$ cat src/rtl/datamover_s2mm_if.sv
// Bus bundle for the stream-to-memory-mapped write datamover.
// Ports: packet stream (s_*), address stream (a_*), AXI4 write master (m_aw*/m_w*/m_b*), status stream (st_*).
// Option: DATAMOVER_STATUS_EN adds the st_* status stream; without it those signals do not exist.
// The master modport is the datamover's view; slave is the view of the surrounding system.
interface datamover_s2mm_if #(
   parameter int DATA_WIDTH = 32
);
   localparam int BYTES = DATA_WIDTH / 8;

   logic [DATA_WIDTH-1:0] s_data;
   logic [BYTES-1:0]      s_tkeep;
   logic                  s_tvalid;
   logic                  s_tlast;
   logic                  s_tready;

   logic [31:0]           a_data;
   logic                  a_tvalid;
   logic                  a_tready;

   logic [31:0]           m_awaddr;
   logic [7:0]            m_awlen;
   logic [2:0]            m_awsize;
   logic [1:0]            m_awburst;
   logic                  m_awvalid;
   logic                  m_awready;

   logic [DATA_WIDTH-1:0] m_wdata;
   logic [BYTES-1:0]      m_wstrb;
   logic                  m_wlast;
   logic                  m_wvalid;
   logic                  m_wready;

   logic [1:0]            m_bresp;
   logic                  m_bvalid;
   logic                  m_bready;

`ifdef DATAMOVER_STATUS_EN
   logic [31:0]           st_data;
   logic                  st_valid;
   logic                  st_ready;

   modport master (
      input  s_data, s_tkeep, s_tvalid, s_tlast, a_data, a_tvalid,
             m_awready, m_wready, m_bresp, m_bvalid, st_ready,
      output s_tready, a_tready, m_awaddr, m_awlen, m_awsize, m_awburst, m_awvalid,
             m_wdata, m_wstrb, m_wlast, m_wvalid, m_bready, st_data, st_valid
   );
   modport slave (
      output s_data, s_tkeep, s_tvalid, s_tlast, a_data, a_tvalid,
             m_awready, m_wready, m_bresp, m_bvalid, st_ready,
      input  s_tready, a_tready, m_awaddr, m_awlen, m_awsize, m_awburst, m_awvalid,
             m_wdata, m_wstrb, m_wlast, m_wvalid, m_bready, st_data, st_valid
   );
`else
   modport master (
      input  s_data, s_tkeep, s_tvalid, s_tlast, a_data, a_tvalid,
             m_awready, m_wready, m_bresp, m_bvalid,
      output s_tready, a_tready, m_awaddr, m_awlen, m_awsize, m_awburst, m_awvalid,
             m_wdata, m_wstrb, m_wlast, m_wvalid, m_bready
   );
   modport slave (
      output s_data, s_tkeep, s_tvalid, s_tlast, a_data, a_tvalid,
             m_awready, m_wready, m_bresp, m_bvalid,
      input  s_tready, a_tready, m_awaddr, m_awlen, m_awsize, m_awburst, m_awvalid,
             m_wdata, m_wstrb, m_wlast, m_wvalid, m_bready
   );
`endif
endinterface

$ cat src/rtl/datamover_s2mm.sv
// Purpose: writes tkeep-qualified stream packets to memory as AXI4 INCR bursts, one address per packet, split at 4 KB.
// Latency: address accept -> s_tready next cycle; last buffered beat -> AW valid next cycle; W streams one beat/cycle.
// Backpressure: s_tready only while filling the burst buffer; every valid holds stable until its handshake.
// Ports: clk, reset_n (synchronous, active low), bus (datamover_s2mm_if.master).
// Option: DATAMOVER_STATUS_EN enables the per-packet status stream {error, 15'b0, byte_count}.
module datamover_s2mm #(
   parameter int DATA_WIDTH    = 32,
   parameter int MAX_BURST_LEN = 16
) (
   input  logic             clk,
   input  logic             reset_n,
   datamover_s2mm_if.master bus
);
   localparam int BYTES    = DATA_WIDTH / 8;
   localparam int SIZE_LOG = $clog2(BYTES);
   localparam int IDX_W    = $clog2(MAX_BURST_LEN);
   localparam int CNT_W    = IDX_W + 1;

   typedef enum logic [2:0] {IDLE, FILL, ADDR, DATA, RESP, STATUS} state_t;
   state_t state, state_nxt;

   logic [31:0]           cur_addr;
   logic                  pkt_done;
   logic                  a_rdy;
   logic [CNT_W-1:0]      beats;
   logic [IDX_W-1:0]      rd_idx;
   logic [DATA_WIDTH-1:0] buf_data [MAX_BURST_LEN];
   logic [BYTES-1:0]      buf_keep [MAX_BURST_LEN];

   logic [12:0]           room_beats;
   logic [CNT_W-1:0]      limit;
   logic [CNT_W-1:0]      last_idx;
   logic                  s_rdy;
   logic                  s_hs;
   logic                  fill_end;
   logic                  w_last;

   // Beats left before the next 4 KB page; addresses are BYTES-aligned so this is never zero.
   assign room_beats = (13'd4096 - {1'b0, cur_addr[11:0]}) >> SIZE_LOG;
   assign limit      = (room_beats >= 13'(MAX_BURST_LEN)) ? CNT_W'(MAX_BURST_LEN)
                                                          : room_beats[CNT_W-1:0];
   assign last_idx   = beats - 1'b1;
   assign s_rdy      = (state == FILL) && (beats < limit);
   assign s_hs       = s_rdy && bus.s_tvalid;
   assign fill_end   = s_hs && (bus.s_tlast || (beats + 1'b1 == limit));
   assign w_last     = ({1'b0, rd_idx} == last_idx);

`ifdef DATAMOVER_STATUS_EN
   logic [15:0] byte_cnt;
   logic        err;
   logic [15:0] keep_bytes;
   logic [16:0] byte_sum;

   always_comb begin
      keep_bytes = '0;
      for (int i = 0; i < BYTES; i++) keep_bytes = keep_bytes + {15'b0, bus.s_tkeep[i]};
   end
   assign byte_sum = {1'b0, byte_cnt} + {1'b0, keep_bytes};

   always_ff @(posedge clk) begin
      if (!reset_n) begin
         byte_cnt <= '0;
         err      <= 1'b0;
      end else if (state == IDLE && a_rdy && bus.a_tvalid) begin
         byte_cnt <= '0;
         err      <= 1'b0;
      end else if (s_hs) begin
         byte_cnt <= byte_sum[16] ? 16'hFFFF : byte_sum[15:0];
      end else if (state == RESP && bus.m_bvalid && bus.m_bresp != 2'b00) begin
         err <= 1'b1;
      end
   end
`endif

   always_ff @(posedge clk) begin
      if (!reset_n) state <= IDLE;
      else          state <= state_nxt;
   end

   always_comb begin
      state_nxt = state;
      case (state)
         IDLE:   if (a_rdy && bus.a_tvalid) state_nxt = FILL;
         FILL:   if (fill_end) state_nxt = ADDR;
         ADDR:   if (bus.m_awready) state_nxt = DATA;
         DATA:   if (bus.m_wready && w_last) state_nxt = RESP;
         RESP: begin
            if (bus.m_bvalid) begin
               if (!pkt_done) state_nxt = FILL;
`ifdef DATAMOVER_STATUS_EN
               else           state_nxt = STATUS;
`else
               else           state_nxt = IDLE;
`endif
            end
         end
`ifdef DATAMOVER_STATUS_EN
         STATUS: if (bus.st_ready) state_nxt = IDLE;
`else
         STATUS: state_nxt = IDLE;
`endif
         default: state_nxt = IDLE;
      endcase
   end

   // Outputs depend only on registered state, never on an incoming valid/ready.
   always_comb begin
      bus.s_tready  = s_rdy;
      bus.a_tready  = a_rdy;
      bus.m_awvalid = 1'b0;
      bus.m_awaddr  = '0;
      bus.m_awlen   = '0;
      bus.m_awsize  = '0;
      bus.m_awburst = '0;
      bus.m_wvalid  = 1'b0;
      bus.m_wdata   = '0;
      bus.m_wstrb   = '0;
      bus.m_wlast   = 1'b0;
      bus.m_bready  = 1'b0;
`ifdef DATAMOVER_STATUS_EN
      bus.st_valid  = 1'b0;
      bus.st_data   = '0;
`endif
      case (state)
         ADDR: begin
            bus.m_awvalid = 1'b1;
            bus.m_awaddr  = cur_addr;
            bus.m_awlen   = 8'(last_idx);
            bus.m_awsize  = 3'(SIZE_LOG);
            bus.m_awburst = 2'b01;
         end
         DATA: begin
            bus.m_wvalid = 1'b1;
            bus.m_wdata  = buf_data[rd_idx];
            bus.m_wstrb  = buf_keep[rd_idx];
            bus.m_wlast  = w_last;
         end
         RESP: bus.m_bready = 1'b1;
`ifdef DATAMOVER_STATUS_EN
         STATUS: begin
            bus.st_valid = 1'b1;
            bus.st_data  = {err, 15'b0, byte_cnt};
         end
`endif
         default: ;
      endcase
   end

   always_ff @(posedge clk) begin
      if (!reset_n) begin
         cur_addr <= '0;
         pkt_done <= 1'b0;
         a_rdy    <= 1'b0;
         beats    <= '0;
         rd_idx   <= '0;
      end else begin
         // Registered so that the address accept is low throughout reset and drops right after a handshake.
         a_rdy <= (state_nxt == IDLE);
         case (state)
            IDLE: if (a_rdy && bus.a_tvalid) begin
               cur_addr <= bus.a_data;
               pkt_done <= 1'b0;
               beats    <= '0;
               rd_idx   <= '0;
            end
            FILL: if (s_hs) begin
               beats    <= beats + 1'b1;
               pkt_done <= bus.s_tlast;
            end
            DATA: if (bus.m_wready) rd_idx <= rd_idx + 1'b1;
            RESP: if (bus.m_bvalid) begin
               cur_addr <= cur_addr + ({{(32-CNT_W){1'b0}}, beats} << SIZE_LOG);
               beats    <= '0;
               rd_idx   <= '0;
            end
            default: ;
         endcase
      end
   end

   // Buffer contents need no reset: the beat count alone says what is valid.
   always_ff @(posedge clk) begin
      if (s_hs) begin
         buf_data[beats[IDX_W-1:0]] <= bus.s_data;
         buf_keep[beats[IDX_W-1:0]] <= bus.s_tkeep;
      end
   end
endmodule

$ cat src/flat_wrapper.sv
// flat-port wrapper written by rule: the top's interface ports become plain ports
module datamover_s2mm_flat 
#(
   parameter int DATA_WIDTH    = 32,
   parameter int MAX_BURST_LEN = 16
)
  (clk, reset_n, bus_s_data, bus_s_tkeep, bus_s_tvalid, bus_s_tlast, bus_a_data, bus_a_tvalid, bus_m_awready, bus_m_wready, bus_m_bresp, bus_m_bvalid, bus_s_tready, bus_a_tready, bus_m_awaddr, bus_m_awlen, bus_m_awsize, bus_m_awburst, bus_m_awvalid, bus_m_wdata, bus_m_wstrb, bus_m_wlast, bus_m_wvalid, bus_m_bready);
  datamover_s2mm_if #(.DATA_WIDTH(DATA_WIDTH)) bus_i ();
  input  logic clk;
  input  logic reset_n;
  input wire logic [$bits(bus_i.s_data)-1:0] bus_s_data;
  input wire logic [$bits(bus_i.s_tkeep)-1:0] bus_s_tkeep;
  input wire logic [$bits(bus_i.s_tvalid)-1:0] bus_s_tvalid;
  input wire logic [$bits(bus_i.s_tlast)-1:0] bus_s_tlast;
  input wire logic [$bits(bus_i.a_data)-1:0] bus_a_data;
  input wire logic [$bits(bus_i.a_tvalid)-1:0] bus_a_tvalid;
  input wire logic [$bits(bus_i.m_awready)-1:0] bus_m_awready;
  input wire logic [$bits(bus_i.m_wready)-1:0] bus_m_wready;
  input wire logic [$bits(bus_i.m_bresp)-1:0] bus_m_bresp;
  input wire logic [$bits(bus_i.m_bvalid)-1:0] bus_m_bvalid;
  output wire logic [$bits(bus_i.s_tready)-1:0] bus_s_tready;
  output wire logic [$bits(bus_i.a_tready)-1:0] bus_a_tready;
  output wire logic [$bits(bus_i.m_awaddr)-1:0] bus_m_awaddr;
  output wire logic [$bits(bus_i.m_awlen)-1:0] bus_m_awlen;
  output wire logic [$bits(bus_i.m_awsize)-1:0] bus_m_awsize;
  output wire logic [$bits(bus_i.m_awburst)-1:0] bus_m_awburst;
  output wire logic [$bits(bus_i.m_awvalid)-1:0] bus_m_awvalid;
  output wire logic [$bits(bus_i.m_wdata)-1:0] bus_m_wdata;
  output wire logic [$bits(bus_i.m_wstrb)-1:0] bus_m_wstrb;
  output wire logic [$bits(bus_i.m_wlast)-1:0] bus_m_wlast;
  output wire logic [$bits(bus_i.m_wvalid)-1:0] bus_m_wvalid;
  output wire logic [$bits(bus_i.m_bready)-1:0] bus_m_bready;
  assign bus_i.s_data = bus_s_data;
  assign bus_i.s_tkeep = bus_s_tkeep;
  assign bus_i.s_tvalid = bus_s_tvalid;
  assign bus_i.s_tlast = bus_s_tlast;
  assign bus_i.a_data = bus_a_data;
  assign bus_i.a_tvalid = bus_a_tvalid;
  assign bus_i.m_awready = bus_m_awready;
  assign bus_i.m_wready = bus_m_wready;
  assign bus_i.m_bresp = bus_m_bresp;
  assign bus_i.m_bvalid = bus_m_bvalid;
  assign bus_s_tready = bus_i.s_tready;
  assign bus_a_tready = bus_i.a_tready;
  assign bus_m_awaddr = bus_i.m_awaddr;
  assign bus_m_awlen = bus_i.m_awlen;
  assign bus_m_awsize = bus_i.m_awsize;
  assign bus_m_awburst = bus_i.m_awburst;
  assign bus_m_awvalid = bus_i.m_awvalid;
  assign bus_m_wdata = bus_i.m_wdata;
  assign bus_m_wstrb = bus_i.m_wstrb;
  assign bus_m_wlast = bus_i.m_wlast;
  assign bus_m_wvalid = bus_i.m_wvalid;
  assign bus_m_bready = bus_i.m_bready;
  datamover_s2mm #(.DATA_WIDTH(DATA_WIDTH), .MAX_BURST_LEN(MAX_BURST_LEN)) u_core (.clk(clk), .reset_n(reset_n), .bus(bus_i));
endmodule
$ cat config.mk
export PLATFORM = sky130hd
export DESIGN_NAME = datamover_s2mm_flat
export DESIGN_NICKNAME = d
export VERILOG_FILES = /design/src/rtl/datamover_s2mm_if.sv /design/src/rtl/datamover_s2mm.sv /design/src/flat_wrapper.sv
export SDC_FILE = /design/constraint.sdc
export NUM_CORES = 1
export LEC_CHECK = 0
export CORE_ASPECT_RATIO = 0.7
export CORE_MARGIN = 3
export CORE_UTILIZATION = 59
export DETAILED_ROUTE_END_ITERATION = 6
export PLACE_DENSITY = 0.83
export SYNTH_ARGS = -nofsm -noshare
export SYNTH_HDL_FRONTEND = slang
export SYNTH_SLANG_ARGS = --single-unit
$ cat constraint.sdc
create_clock -name clk -period 6.7 [get_ports clk]
set_clock_uncertainty 0.1 [all_clocks]
set_input_delay 1.675 -clock clk [delete_from_list [all_inputs] [get_ports clk]]
set_output_delay 1.675 -clock clk [all_outputs]
set_load 0.03 [all_outputs]
; ---- Word-level counts from Yosys, hierarchy flattened
; Memory sizes are Yosys's and may differ from the RTL's. A register that Yosys moved wholly into a read port is not among the register bits.
; Cells that the tools add are included.
[word_totals]
register_bits = 46
mem_bits_rw = 576
output_inout_bits = 87
n_memories = 2
[memory_table]
columns = name, depth, word_bits, read_ports, rd_clocked_by_memory_dff, wr, line
row1 = u_core.buf_data, 16, 32, 1, 1, 1, datamover_s2mm.sv:27  ; logic [DATA_WIDTH-1:0] buf_data [MAX_BURST_LEN];
row2 = u_core.buf_keep, 16, 4, 1, 1, 1, datamover_s2mm.sv:28  ; logic [BYTES-1:0] buf_keep [MAX_BURST_LEN];
[op_classes]
add_sub_neg = 5
order_cmp = 2
eq_ne = 10
muxes = 38
n_reduce_logical = 16
[op_table]
columns = op, n
row1 = 2-to-1 mux 32 bit, 4
row2 = one-hot mux 32 bit (2 select lines), 1
row3 = adder 32 x 7 -> 32 bit, 1
row4 = 2-to-1 mux 4 bit, 8
row5 = 2-to-1 mux 5 bit, 5
row6 = 2-to-1 mux 3 bit, 5
row7 = one-hot mux 3 bit (5 select lines), 1
row8 = one-hot mux 5 bit (3 select lines), 1
row9 = subtractor 13 x 12 -> 13 bit (first input constant), 1
row10 = one-hot mux 4 bit (3 select lines), 1
row11 = >= comparator 11 x 5 -> 1 bit (second input constant), 1
row12 = 2-to-1 mux 1 bit, 10
row13 = AND reduction 4 bit, 2
row14 = equality test 3 x 2 -> 1 bit (second input constant), 2
row15 = logical NOT 3 bit, 2
row16 = AND reduction 3 bit, 2
row17 = nonzero test 3 bit, 2
row18 = adder 5 x 1 -> 5 bit (second input constant), 1
row19 = equality test 4 x 5 -> 1 bit, 1
row20 = equality test 5 bit, 1
row21 = logical AND 1 bit, 5
row22 = < comparator 5 bit, 1
row23 = subtractor 5 x 1 -> 5 bit (second input constant), 1
row24 = adder 4 x 1 -> 4 bit (second input constant), 1
row25 = other kinds (8), 11

; ---- Longest topological paths before layout
[depth]
word_depth = 10
depth_mapped = 13

; ---- Worst setup path after synthesis
; OpenSTA, ideal clock, no wires.
[synth_path]
path_kind = register to register
start = register u_core.cur_addr[7]
end = memory u_core.buf_data[0][0] (enable)
setup_time_ns = 0.474
t_arrival_ns = 5.151
required_time_ns = 6.126
setup_slack_ns = 0.975
stages_incl_launch_ff = 12
n_path_buf = 1
synth_period_minus_slack_ns = 5.725
path_cell_list = dfxtp_1 > nand3_1 > or4_1 > ha_1 > nor2b_1 > o21a_1 > o21a_1 > o21ai_0 > and2_1 > clkbuf_1 > nand2_1 > nor3_1
[synth_via]
elab_chain_len = 8
[synth_lines]
columns = element, line
row1 = from (decl), datamover_s2mm.sv:22  ; logic [31:0] cur_addr;
row2 = from (signal assigned), datamover_s2mm.sv:161  ; cur_addr <= bus.a_data;
row3 = from (signal assigned), datamover_s2mm.sv:172  ; cur_addr <= cur_addr + ({{(32-CNT_W){1'b0}}, beats} << SIZE_LOG);
row4 = subtractor 13 x 12 -> 13 bit, datamover_s2mm.sv:39  ; assign room_beats = (13'd4096 - {1'b0, cur_addr[11:0]}) >> SIZE_LOG;
row5 = >= comparator 11 x 5 -> 1 bit, datamover_s2mm.sv:40  ; assign limit = (room_beats >= 13'(MAX_BURST_LEN)) ? CNT_W'(MAX_BURST_LEN)
row6 = 2-to-1 mux 5 bit, datamover_s2mm.sv:40
row7 = < comparator 5 bit, datamover_s2mm.sv:43  ; assign s_rdy = (state == FILL) && (beats < limit);
row8 = logical AND 1 bit, datamover_s2mm.sv:43
row9 = logical AND 1 bit, datamover_s2mm.sv:44  ; assign s_hs = s_rdy && bus.s_tvalid;
row10 = 2-to-1 mux 1 bit, datamover_s2mm.sv:183  ; if (s_hs) begin
row11 = 2-to-1 mux 1 bit (not written as such), datamover_s2mm.sv:184  ; buf_data[beats[IDX_W-1:0]] <= bus.s_data;
row12 = to (decl), datamover_s2mm.sv:27
; Every way passes these cells.

; ---- Worst setup path in the final report
[layout_path]
start = register u_core.cur_addr[10]
end = output bus_s_tready
[layout_via]
elab_chain_len = 5
[layout_lines]
columns = element, line
row1 = subtractor 13 x 12 -> 13 bit, datamover_s2mm.sv:39
row2 = >= comparator 11 x 5 -> 1 bit, datamover_s2mm.sv:40
row3 = 2-to-1 mux 5 bit, datamover_s2mm.sv:40
row4 = < comparator 5 bit, datamover_s2mm.sv:43
row5 = logical AND 1 bit, datamover_s2mm.sv:43
row6 = to (decl), flat_wrapper.sv:21  ; output wire logic [$bits(bus_i.s_tready)-1:0] bus_s_tready;
; Every way passes these cells.

==> reports/metrics.yaml <==
n_fill_cell: 2532
final_nets: 1604
maxSlewHeadroom: 0.224
grt_pass1_vias: 14092
p_leak_nw: 9.23
r2r-start: "u_core.cur_addr[10]"
critPathArrivalTime_ns: 4.13
synthTopCellsByArea: "edfxtp_1, mux4_2, dfxtp_1"
path_cells: "nand3_1 > or4_1 > ha_1 > nor2b_1 > o21a_1 > o21a_1 > o21ai_0 > nor3b_1 > clkdlybuf4s50_1"
start_util: 0.600
synth_top_area_share: 0.679
hold_slack_ns: 0.396
drt_first_iter_violations: 1773
gp_congestion: 0.834
tightest_slew_ns: 1.16
antenna_found_initial: 0
viasPerCell: 6.62
fin_area_mm2: 0.0298
worst-setup-path-type: "reg2out"
dieArea_mm2: 0.0458
worstSetupPathDepth: 9
rsz0062_at_grt: "no"
worstHoldPathCells: 2
netlist_area_mm2: 0.0255
cpPeakStageDelay_ns: 0.73
wl_um: 60200
period_share: 0.881
root_buffer: "clkbuf_16"
rows: 63
final_core_util: 0.701
async_flop_share: 0
hold_viol: 0
r2r_setup_slack_ns: 1.72
area_growth_pct: 16.8
drive_above_1_share: 0.213
cp-end-kind: "output pin"
portBuffers: 156
cp.required_ns: 4.93
cts_setup_buffers: 0
multiInputGateArea_mm2: 0.00691
cts_hold_buffers: 0
num_io_pins: 165
p_per_area_mw_per_mm2: 269
synth_seq_cells: 626
yosysSeqAreaShare: 0.718
fin_crit_ns: 5.90
drtAntennaViolNets: 0
numCtsBuffers: 56
synth_ff_type: "edfxtp_1"
hpwlAfterDp_um: 31900
fin_setup_tns_ns: 0
critPathMaxFanout: 8
overflow: 0
status: "complete, no violations"
h-tree-depth: 2
cap_violations: 0
maxSlewViolCount: 0
reg2reg_depth: 11
grt_max_degree: 96
grt.total_usage: 0.267
synth.most_common_cell: "edfxtp_1"
crit_end: "bus_s_tready"
synth_cell_types: 65
startpoint: "u_core.cur_addr[10]"
grt_pass1_wl_um: 90000
drtPass1Iterations: 5
vdd_drop_max_v: 0.000263
synth_edf_count: 576
reg2reg_to: "u_core.buf_data[2][27]"
synth_area_per_cell_um2: 19.0
yosys_warnings: 0
startpoint_type: "flop"
place_area_mm2: 0.0279
wl_per_cell_um: 28.5
worst-path-buf-inv: 1
ctsLongestPathBuffers: 3
p_total_mw: 8.01
cts_tree: "yes"
crit_top_cell: "o21a_1"
ctsResizeCount: 0
core_mm2: 0.0425
synthTopCellsByCount: "edfxtp_1, mux4_2, and2_1, nand2_1, clkbuf_1"
setup_viol: 0
netlist_instances: 1340
cp_slowest_cell: "clkdlybuf4s50_1"
via_count: 13962
hp-class: "reg2reg"
clk_pin_slew_ns: 0.07
critPathTopFamily: "simple AND/OR/NAND/NOR gates"
seqCellArea_mm2: 0.0183
synth_top_area_cell: "edfxtp_1"
cts_sinks: 626
clk_latency_ns: 0.59
clock.fmax_ghz: 0.169
drc: 0
die_h_um: 180
die_w_um: 254
==> logic make-up (layout without fill, tap and decap cells) <==
group	after synthesis	after routing	share of synthesized area
buf+inv	95	307	0.0156
mux	183	183	0.160
flops	626	626	0.718
compound gates	124	124	0.0338
fa+ha+maj	17	17	0.00864
simple gates	276	276	0.0572
other cells	1	7	0.000147
xor+xnor	18	18	0.00619
==> metal layers <==
layer	vias to the layer above	wire, µm	track usage
met5	-	0	0
met4	0	1700	0.0850
met3	135	5290	0.0500
met2	815	29800	0.429
met1	7220	23300	0.379
li1	5792	-	-
==> worst min-delay path by stage <==
stage	from	end	slack, ns
floorplan	u_core.pkt_done	u_core.pkt_done	0.35
global placement	u_core.pkt_done	u_core.pkt_done	0.37
detailed placement	u_core.pkt_done	u_core.pkt_done	0.39
CTS	u_core.pkt_done	u_core.pkt_done	0.40
global route	u_core.pkt_done	u_core.pkt_done	0.43
finish	u_core.pkt_done	u_core.pkt_done	0.40
==> area by class of cell <==
type / instances / share of cell area
Antenna cell: 1 / 0.0000841
Timing Repair Buffer: 188 / 0.0635
Inverter: 13 / 0.00164
Multi-Input combinational cell: 624 / 0.232
Sequential cell: 626 / 0.615
Clock buffer: 64 / 0.0491
Clock inverter: 42 / 0.0149
Tap cell: 552 / 0.0232
==> worst register-to-register path, delay by kind of cell (launching register included) <==
kind            cells  cell delay (ns)
compound gates      3             0.63
fa+ha+maj           1             0.31
buf+inv             1             0.37
flops               1             0.52
simple gates        6             2.69
==> per-stage QoR <==
stage,worst slack [ns],std cells
3_3_place_gp,1.52,2003
2_1_floorplan,0.975,1345
5_1_grt,0.613,2109
4_1_cts,0.839,2109
6_report,0.797,2110
3_5_place_dp,1.50,2003
==> power by group <==
group          internal (mW)  total, mW  switching [mW]  leakage, nW
clock                   1.86       3.31            1.45        0.947
sequential              4.30       4.34          0.0398         5.59
combinational          0.148      0.362           0.213         2.69
==> state kept, by name, summed over array words and instances (netlist names), named ones only <==
name,cells
u_core.buf_data,512
u_core.buf_keep,64
u_core.cur_addr,32
u_core.beats,5
u_core.rd_idx,4
u_core.state,3
u_core.bus.a_tready,1
u_core.pkt_done,1
==> placed cells by master (no fill, tap or decap), drive strengths merged, types with 4 or more instances in the layout <==
| master | count |
|---|---|
| a32oi | 4 |
| a21o | 5 |
| clkdlybuf4s50 | 156 |
| nor2b | 5 |
| clkbuf | 64 |
| and3 | 10 |
| nor2 | 54 |
| nand2b | 5 |
| o211ai | 6 |
| dfxtp | 50 |
| a21oi | 29 |
| xnor2 | 10 |
| and2 | 70 |
| mux4 | 180 |
| clkinv | 36 |
| nand3 | 23 |
| bufinv | 7 |
| ha | 16 |
| o22ai | 4 |
| a211oi | 10 |
| a311oi | 4 |
| nor3 | 21 |
| xor2 | 8 |
| o221ai | 4 |
| a32o | 4 |
| edfxtp | 576 |
| buf | 32 |
| inv | 12 |
| or3 | 6 |
| conb | 6 |
| nand4 | 7 |
| nand2 | 61 |
| o21a | 7 |
| o21ai | 21 |
Note: power is estimated with default switching activity, not from simulation.
